<file path="src/rtl/piezo_seq.sv">
// Table-driven melody sequencer driving a differential piezo pair: low-battery jingle or victory fanfare.
// Optional PIEZO_VOL_EN adds a 2-bit vol input that scales the tone duty cycle.
module piezo_seq #(
   parameter int FAST_SIM = 1,
   parameter int BEAT_CYC = 8388608,
   parameter int GAP_CYC  = 0,
   parameter int DUR_W    = 24,
   parameter int FREQ_W   = 15
) (
   input  logic       clk,
   input  logic       rst_n,
   input  logic       batt_low,
   input  logic       fanfare,
`ifdef PIEZO_VOL_EN
   input  logic [1:0] vol,
`endif
   output logic       piezo,
   output logic       piezo_n,
   output logic       busy,
   output logic [2:0] note_idx,
   output logic       done
);

   localparam int STEP = (FAST_SIM != 0) ? 16 : 1;

   localparam logic [FREQ_W:0] STEP_F = (FREQ_W+1)'(STEP);
   localparam logic [DUR_W:0]  STEP_D = (DUR_W+1)'(STEP);
   localparam logic [DUR_W:0]  DUR_1  = (DUR_W+1)'(BEAT_CYC);
   localparam logic [DUR_W:0]  DUR_15 = (DUR_W+1)'(BEAT_CYC + BEAT_CYC / 2);
   localparam logic [DUR_W:0]  GAP_L  = (DUR_W+1)'(GAP_CYC);

   localparam logic MEL_LOW = 1'b0;
   localparam logic MEL_FAN = 1'b1;

   localparam logic [1:0] T_G6 = 2'd0;
   localparam logic [1:0] T_C7 = 2'd1;
   localparam logic [1:0] T_E7 = 2'd2;
   localparam logic [1:0] T_G7 = 2'd3;

   typedef enum logic [1:0] {IDLE, PLAY, GAP} state_t;

   state_t            state;
   logic              mel;
   logic              fan_pend;
   logic [FREQ_W-1:0] freq_cnt;
   logic [DUR_W-1:0]  dur_cnt;

   function automatic logic [1:0] tone_of(input logic m, input logic [2:0] idx);
      logic [1:0] t;
      t = T_G7;
      if (m == MEL_LOW) begin
         case (idx)
            3'd0:    t = T_G6;
            3'd1:    t = T_C7;
            default: t = T_E7;
         endcase
      end else begin
         case (idx)
            3'd0:    t = T_G6;
            3'd1:    t = T_C7;
            3'd2:    t = T_E7;
            3'd3:    t = T_G7;
            3'd4:    t = T_E7;
            default: t = T_G7;
         endcase
      end
      return t;
   endfunction

   function automatic logic [15:0] period_of(input logic [1:0] t);
      case (t)
         T_G6:    return 16'd31888;
         T_C7:    return 16'd23890;
         T_E7:    return 16'd18960;
         default: return 16'd15943;
      endcase
   endfunction

   function automatic logic [15:0] half_of(input logic [1:0] t);
      case (t)
         T_G6:    return 16'd15944;
         T_C7:    return 16'd11945;
         T_E7:    return 16'd9480;
         default: return 16'd7972;
      endcase
   endfunction

   logic [1:0]      tone;
   logic [FREQ_W:0] period;
   logic [FREQ_W:0] half;
   logic [FREQ_W:0] hi_lim;
   logic [FREQ_W:0] freq_sum;
   logic [DUR_W:0]  dur_sum;
   logic [DUR_W:0]  dur_lim;
   logic            tone_on;
   logic            note_end;
   logic            gap_end;
   logic            freq_wrap;
   logic            last_note;

   always_comb begin
      tone      = tone_of(mel, note_idx);
      period    = (FREQ_W+1)'(period_of(tone));
      half      = (FREQ_W+1)'(half_of(tone));
`ifdef PIEZO_VOL_EN
      hi_lim    = half >> (2'd3 - vol);
      tone_on   = (vol != 2'd0) && ({1'b0, freq_cnt} < hi_lim);
`else
      hi_lim    = half;
      tone_on   = ({1'b0, freq_cnt} < hi_lim);
`endif
      freq_sum  = {1'b0, freq_cnt} + STEP_F;
      freq_wrap = (freq_sum >= period);
      dur_sum   = {1'b0, dur_cnt} + STEP_D;
      // G7 is the only 1.5-beat note, and only in the fanfare
      dur_lim   = (mel == MEL_FAN && tone == T_G7) ? DUR_15 : DUR_1;
      note_end  = (dur_sum >= dur_lim);
      gap_end   = (dur_sum >= GAP_L);
      last_note = (mel == MEL_LOW) ? (note_idx == 3'd2) : (note_idx == 3'd5);
   end

   always_ff @(posedge clk or negedge rst_n) begin
      if (!rst_n) begin
         state    <= IDLE;
         mel      <= MEL_LOW;
         fan_pend <= 1'b0;
         freq_cnt <= '0;
         dur_cnt  <= '0;
         note_idx <= 3'd0;
         piezo    <= 1'b0;
         done     <= 1'b0;
      end else begin
         done <= 1'b0;
         case (state)
            IDLE: begin
               piezo    <= 1'b0;
               freq_cnt <= '0;
               dur_cnt  <= '0;
               note_idx <= 3'd0;
               if (batt_low) begin
                  state    <= PLAY;
                  mel      <= MEL_LOW;
                  fan_pend <= fan_pend | fanfare;
               end else if (fanfare || fan_pend) begin
                  state    <= PLAY;
                  mel      <= MEL_FAN;
                  fan_pend <= 1'b0;
               end
            end

            PLAY, GAP: begin
               if (mel == MEL_FAN && batt_low) begin
                  // low battery wins: drop the fanfare and restart as the jingle
                  state    <= PLAY;
                  mel      <= MEL_LOW;
                  note_idx <= 3'd0;
                  freq_cnt <= '0;
                  dur_cnt  <= '0;
                  piezo    <= 1'b0;
               end else begin
                  if (fanfare && mel == MEL_LOW)
                     fan_pend <= 1'b1;
                  if (state == GAP) begin
                     piezo    <= 1'b0;
                     freq_cnt <= '0;
                     if (gap_end) begin
                        state    <= PLAY;
                        note_idx <= note_idx + 3'd1;
                        dur_cnt  <= '0;
                     end else begin
                        dur_cnt <= dur_sum[DUR_W-1:0];
                     end
                  end else begin
                     piezo <= tone_on;
                     if (note_end) begin
                        freq_cnt <= '0;
                        dur_cnt  <= '0;
                        if (last_note) begin
                           note_idx <= 3'd0;
                           if (!(mel == MEL_LOW && batt_low)) begin
                              state <= IDLE;
                              done  <= 1'b1;
                              piezo <= 1'b0;
                           end
                        end else if (GAP_CYC > 0) begin
                           state <= GAP;
                        end else begin
                           note_idx <= note_idx + 3'd1;
                        end
                     end else begin
                        dur_cnt  <= dur_sum[DUR_W-1:0];
                        freq_cnt <= freq_wrap ? '0 : freq_sum[FREQ_W-1:0];
                     end
                  end
               end
            end

            default: state <= IDLE;
         endcase
      end
   end

   assign piezo_n = ~piezo;
   assign busy    = (state != IDLE);

endmodule

</file>
<file path="config.mk">
export PLATFORM = sky130hd
export DESIGN_NAME = piezo_seq
export DESIGN_NICKNAME = d
export VERILOG_FILES = /design/src/rtl/piezo_seq.sv
export SDC_FILE = /design/constraint.sdc
export NUM_CORES = 1
export LEC_CHECK = 0
export BUFFER_PORTS_ARGS = -buffer_cell sky130_fd_sc_hd__buf_2
export CAP_MARGIN = 20
export CORE_MARGIN = 2
export CORE_UTILIZATION = 51
export CTS_BUF_LIST = sky130_fd_sc_hd__clkbuf_16
export CTS_CLUSTER_SIZE = 16
export DETAILED_ROUTE_END_ITERATION = 6
export GPL_ROUTABILITY_DRIVEN = 1
export GPL_TIMING_DRIVEN = 0
export PLACE_DENSITY = 0.68
export SYNTH_ARGS = -nofsm -noshare
export SYNTH_HDL_FRONTEND = slang
export SYNTH_SLANG_ARGS = --single-unit
</file>
<file path="constraint.sdc">
create_clock -name clk -period 3.9 [get_ports clk]
set_input_delay 0.39 -clock clk [delete_from_list [all_inputs] [get_ports clk]]
set_output_delay 0.39 -clock clk [all_outputs]
set_load 0.02 [all_outputs]
</file>
==> metrics.cfg <==
[sta]
timing.final.crit_share_pct=91.40
finalSetupViolations=0
hold_viol=0
period_needed_ps=3564
rsz0062_at_grt=false
final-max-slew-violation-count=0
slew_headroom_pct=43.00
skew_ps=5.883
max_freq_ghz=0.2806
finalSetupTns_ps=0
worst_pin_slew_ps=855.0

[setup_path]
critPathRequiredTime_ps=4030
cp_num_buf_inv=1
arrival_ps=3700
crit_type=reg2reg
cpMostUsedCell=nand3_1
start_kind=register
crit_path_cell_trace=ha_1 > nand3_1 > nor4_2 > nand3_1 > xor2_1 > ha_1 > nand3_1 > a2111o_1 > a2111o_1 > nand3_1 > buf_2 > nor4b_1
max_stage_delay_ps=460
cp_max_fo=10
crit_family=simple AND/OR/NAND/NOR gates
end_kind=register
crit_slowest_cell=dfrtp_1

[synthesis]
syn_area_um2=2904
synthTopCellsByArea=dfrtp_1 (34%), ha_1 (12%), xnor2_1 (6.3%)
synth_edf_count=0
syn_inst=306
synth_top_cell_area_share_pct=33.61
ys_seq_elements=39
syn_nets=338
synth.avg_cell_area_um2=9.490
ys_seq_area_share_pct=33.61
synth_common_cells=dfrtp_1 (39), nor2_1 (31), ha_1 (28)
ys_types=61
yosysTopAreaCell=dfrtp_1
yosysMostFrequentCell=dfrtp_1
synth-async-reset-ratio_pct=100.0
synth_flop_cell=dfrtp_1
yosysWarnings=0

[detailed_routing]
drtPass1Iterations=4
route.detailed.drc=0
detail-route-antenna-nets=0
num_vias=2298
viasPerCell=5.803
wl_mm=5.781
routedWlPerCell_um=14.60
drt_first_iter_violations=103

[clock_tree]
cts_buffer_depth=2
insertion_delay_ps=280
hold_buffers=0
htreeDepth=2
cts_buffers=5
clkTransAtPathRegs_ps=60
cts_sinks=39
post_cts_resize_count=1
postCtsSetupRepairBufs=0
cts_tree=built
cts.root.buffer_cell=clkbuf_16

[floorplan]
io_pins=11
fp.dieW_um=79.46
start_util_pct=52.74
dieArea_um2=6314
rows=27
coreArea_um2=5507
die_y_um=79.46

[flow_run]
max_cap_violations=0

[finish]
fillers=505
drive_gt1_share_pct=13.58
area_growth_pct=10.38
n_antenna_cell=0
final_nets=355
multi_input_area_um2=1829
fin_area_um2=3206
register_area_um2=975.9

[pwr]
peakVddDrop_uv=293.8
p_leak_nw=1.468
powerDensity_nw_per_um2=464.7

[place]
placed_cell_area_um2=3044
hpwlAfterDp_mm=4.192
gp_congestion=0.7967
io_buffers=10

[status]
outcome=complete, no violations

[global_routing]
antenna_found_initial=0
grt_overflow=0
grt_pass1_vias=2226
grt_max_degree=40
globalRouteTotalUtil_pct=20.71
grt_pass1_wl_mm=10.45

[hold_path]
min_path_type=in2async

## through the flow
stage | hold WS [ps] | utilization [%] | std cells | total power [mW] | worst slack, ps
2_1_floorplan | 94.41 | - | 306 | 0.9981 | 470.7
3_3_place_gp | 508.2 | 55.28 | 388 | 1.093 | -15.60
3_5_place_dp | 504.8 | 55.28 | 388 | 1.113 | -39.72
4_1_cts | 259.3 | 57.83 | 396 | 1.497 | 184.4
5_1_grt | 311.5 | 58.21 | 396 | 1.608 | 24.62
6_report | 223.1 | 58.21 | 396 | 1.490 | 335.6
## metal layers
metal / up-vias / global-route usage, % / share of wire (%)
li1: 1136 / - / -
met1: 1136 / 28.98 / 50
met2: 20 / 32.94 / 47
met3: 6 / 3.054 / 1.9
met4: 0 / 6.552 / 1.0
met5: - / 0 / 0
## worst reg2reg max path, stage by stage, from the launching register on
cell and delay, ps:
dfrtp_1 460, ha_1 240, nand3_1 260, nor4_2 410, nand3_1 150, xor2_1 190, ha_1 310, nand3_1 80
a2111o_1 390, a2111o_1 460, nand3_1 140, buf_2 250, nor4b_1 90
## worst paths after layout
kind,slack (ps),depth (start not counted),start,end
setup / recovery,340,12,dur_cnt[4],freq_cnt[7]
hold / removal,220,1,rst_n,dur_cnt[16]
setup reg to reg,340,12,dur_cnt[4],freq_cnt[7]
hold reg to reg,510,2,fan_pend,fan_pend
max in group asynchronous,3150,1,rst_n,freq_cnt[6]
min in group clk,370,2,batt_low,done
## kinds of logic after synthesis
logic type	Yosys count	synth area share (%)
compound gates	38	8.919
xor+xnor	32	9.651
fa+ha+maj	28	12.06
buf+inv	25	4.265
flops	39	33.61
mux	7	2.456
simple gates	137	29.04
## where the power goes
group,internal [mW],switching (mW)
sequential,0.476,0.0898
combinational,0.261,0.278
clock,0.230,0.155
total,0.967,0.523
## cells in the final DEF, fill, tap and decap left out, types with 3 or more instances in the layout
cell,count
a211oi_1,3
a21oi_1,9
a31oi_1,4
and3_1,6
buf_2,13
buf_6,3
clkbuf_1,5
clkbuf_16,5
dfrtp_1,39
ha_1,28
inv_1,14
mux2i_1,6
nand2_1,18
nand2b_1,4
nand3_1,14
nand3b_1,3
nand4_1,8
nor2_1,31
nor3_1,8
nor4_1,7
nor4b_1,7
o21ai_0,5
or2_2,3
xnor2_1,21
xor2_1,11
## sequential cells by signal, summed over array words and instances, names as in the netlist
signal	cells
done	1
piezo	1
dur_cnt	20
mel	1
state	1
freq_cnt	11
note_idx	3
fan_pend	1
## layout make-up
| type | instances | area share, % |
|---|---|---|
| plain buffers | 12 | 2.342 |
| clock buffers | 5 | 3.903 |
| clock inverters | 3 | 0.3513 |
| inverters | 13 | 1.522 |
| multi-input cells | 242 | 57.06 |
| flip-flops and latches | 39 | 30.45 |
| well taps | 72 | 2.810 |
| repair buffers | 10 | 1.561 |
No activity file was read; power rests on OpenSTA's default activity.
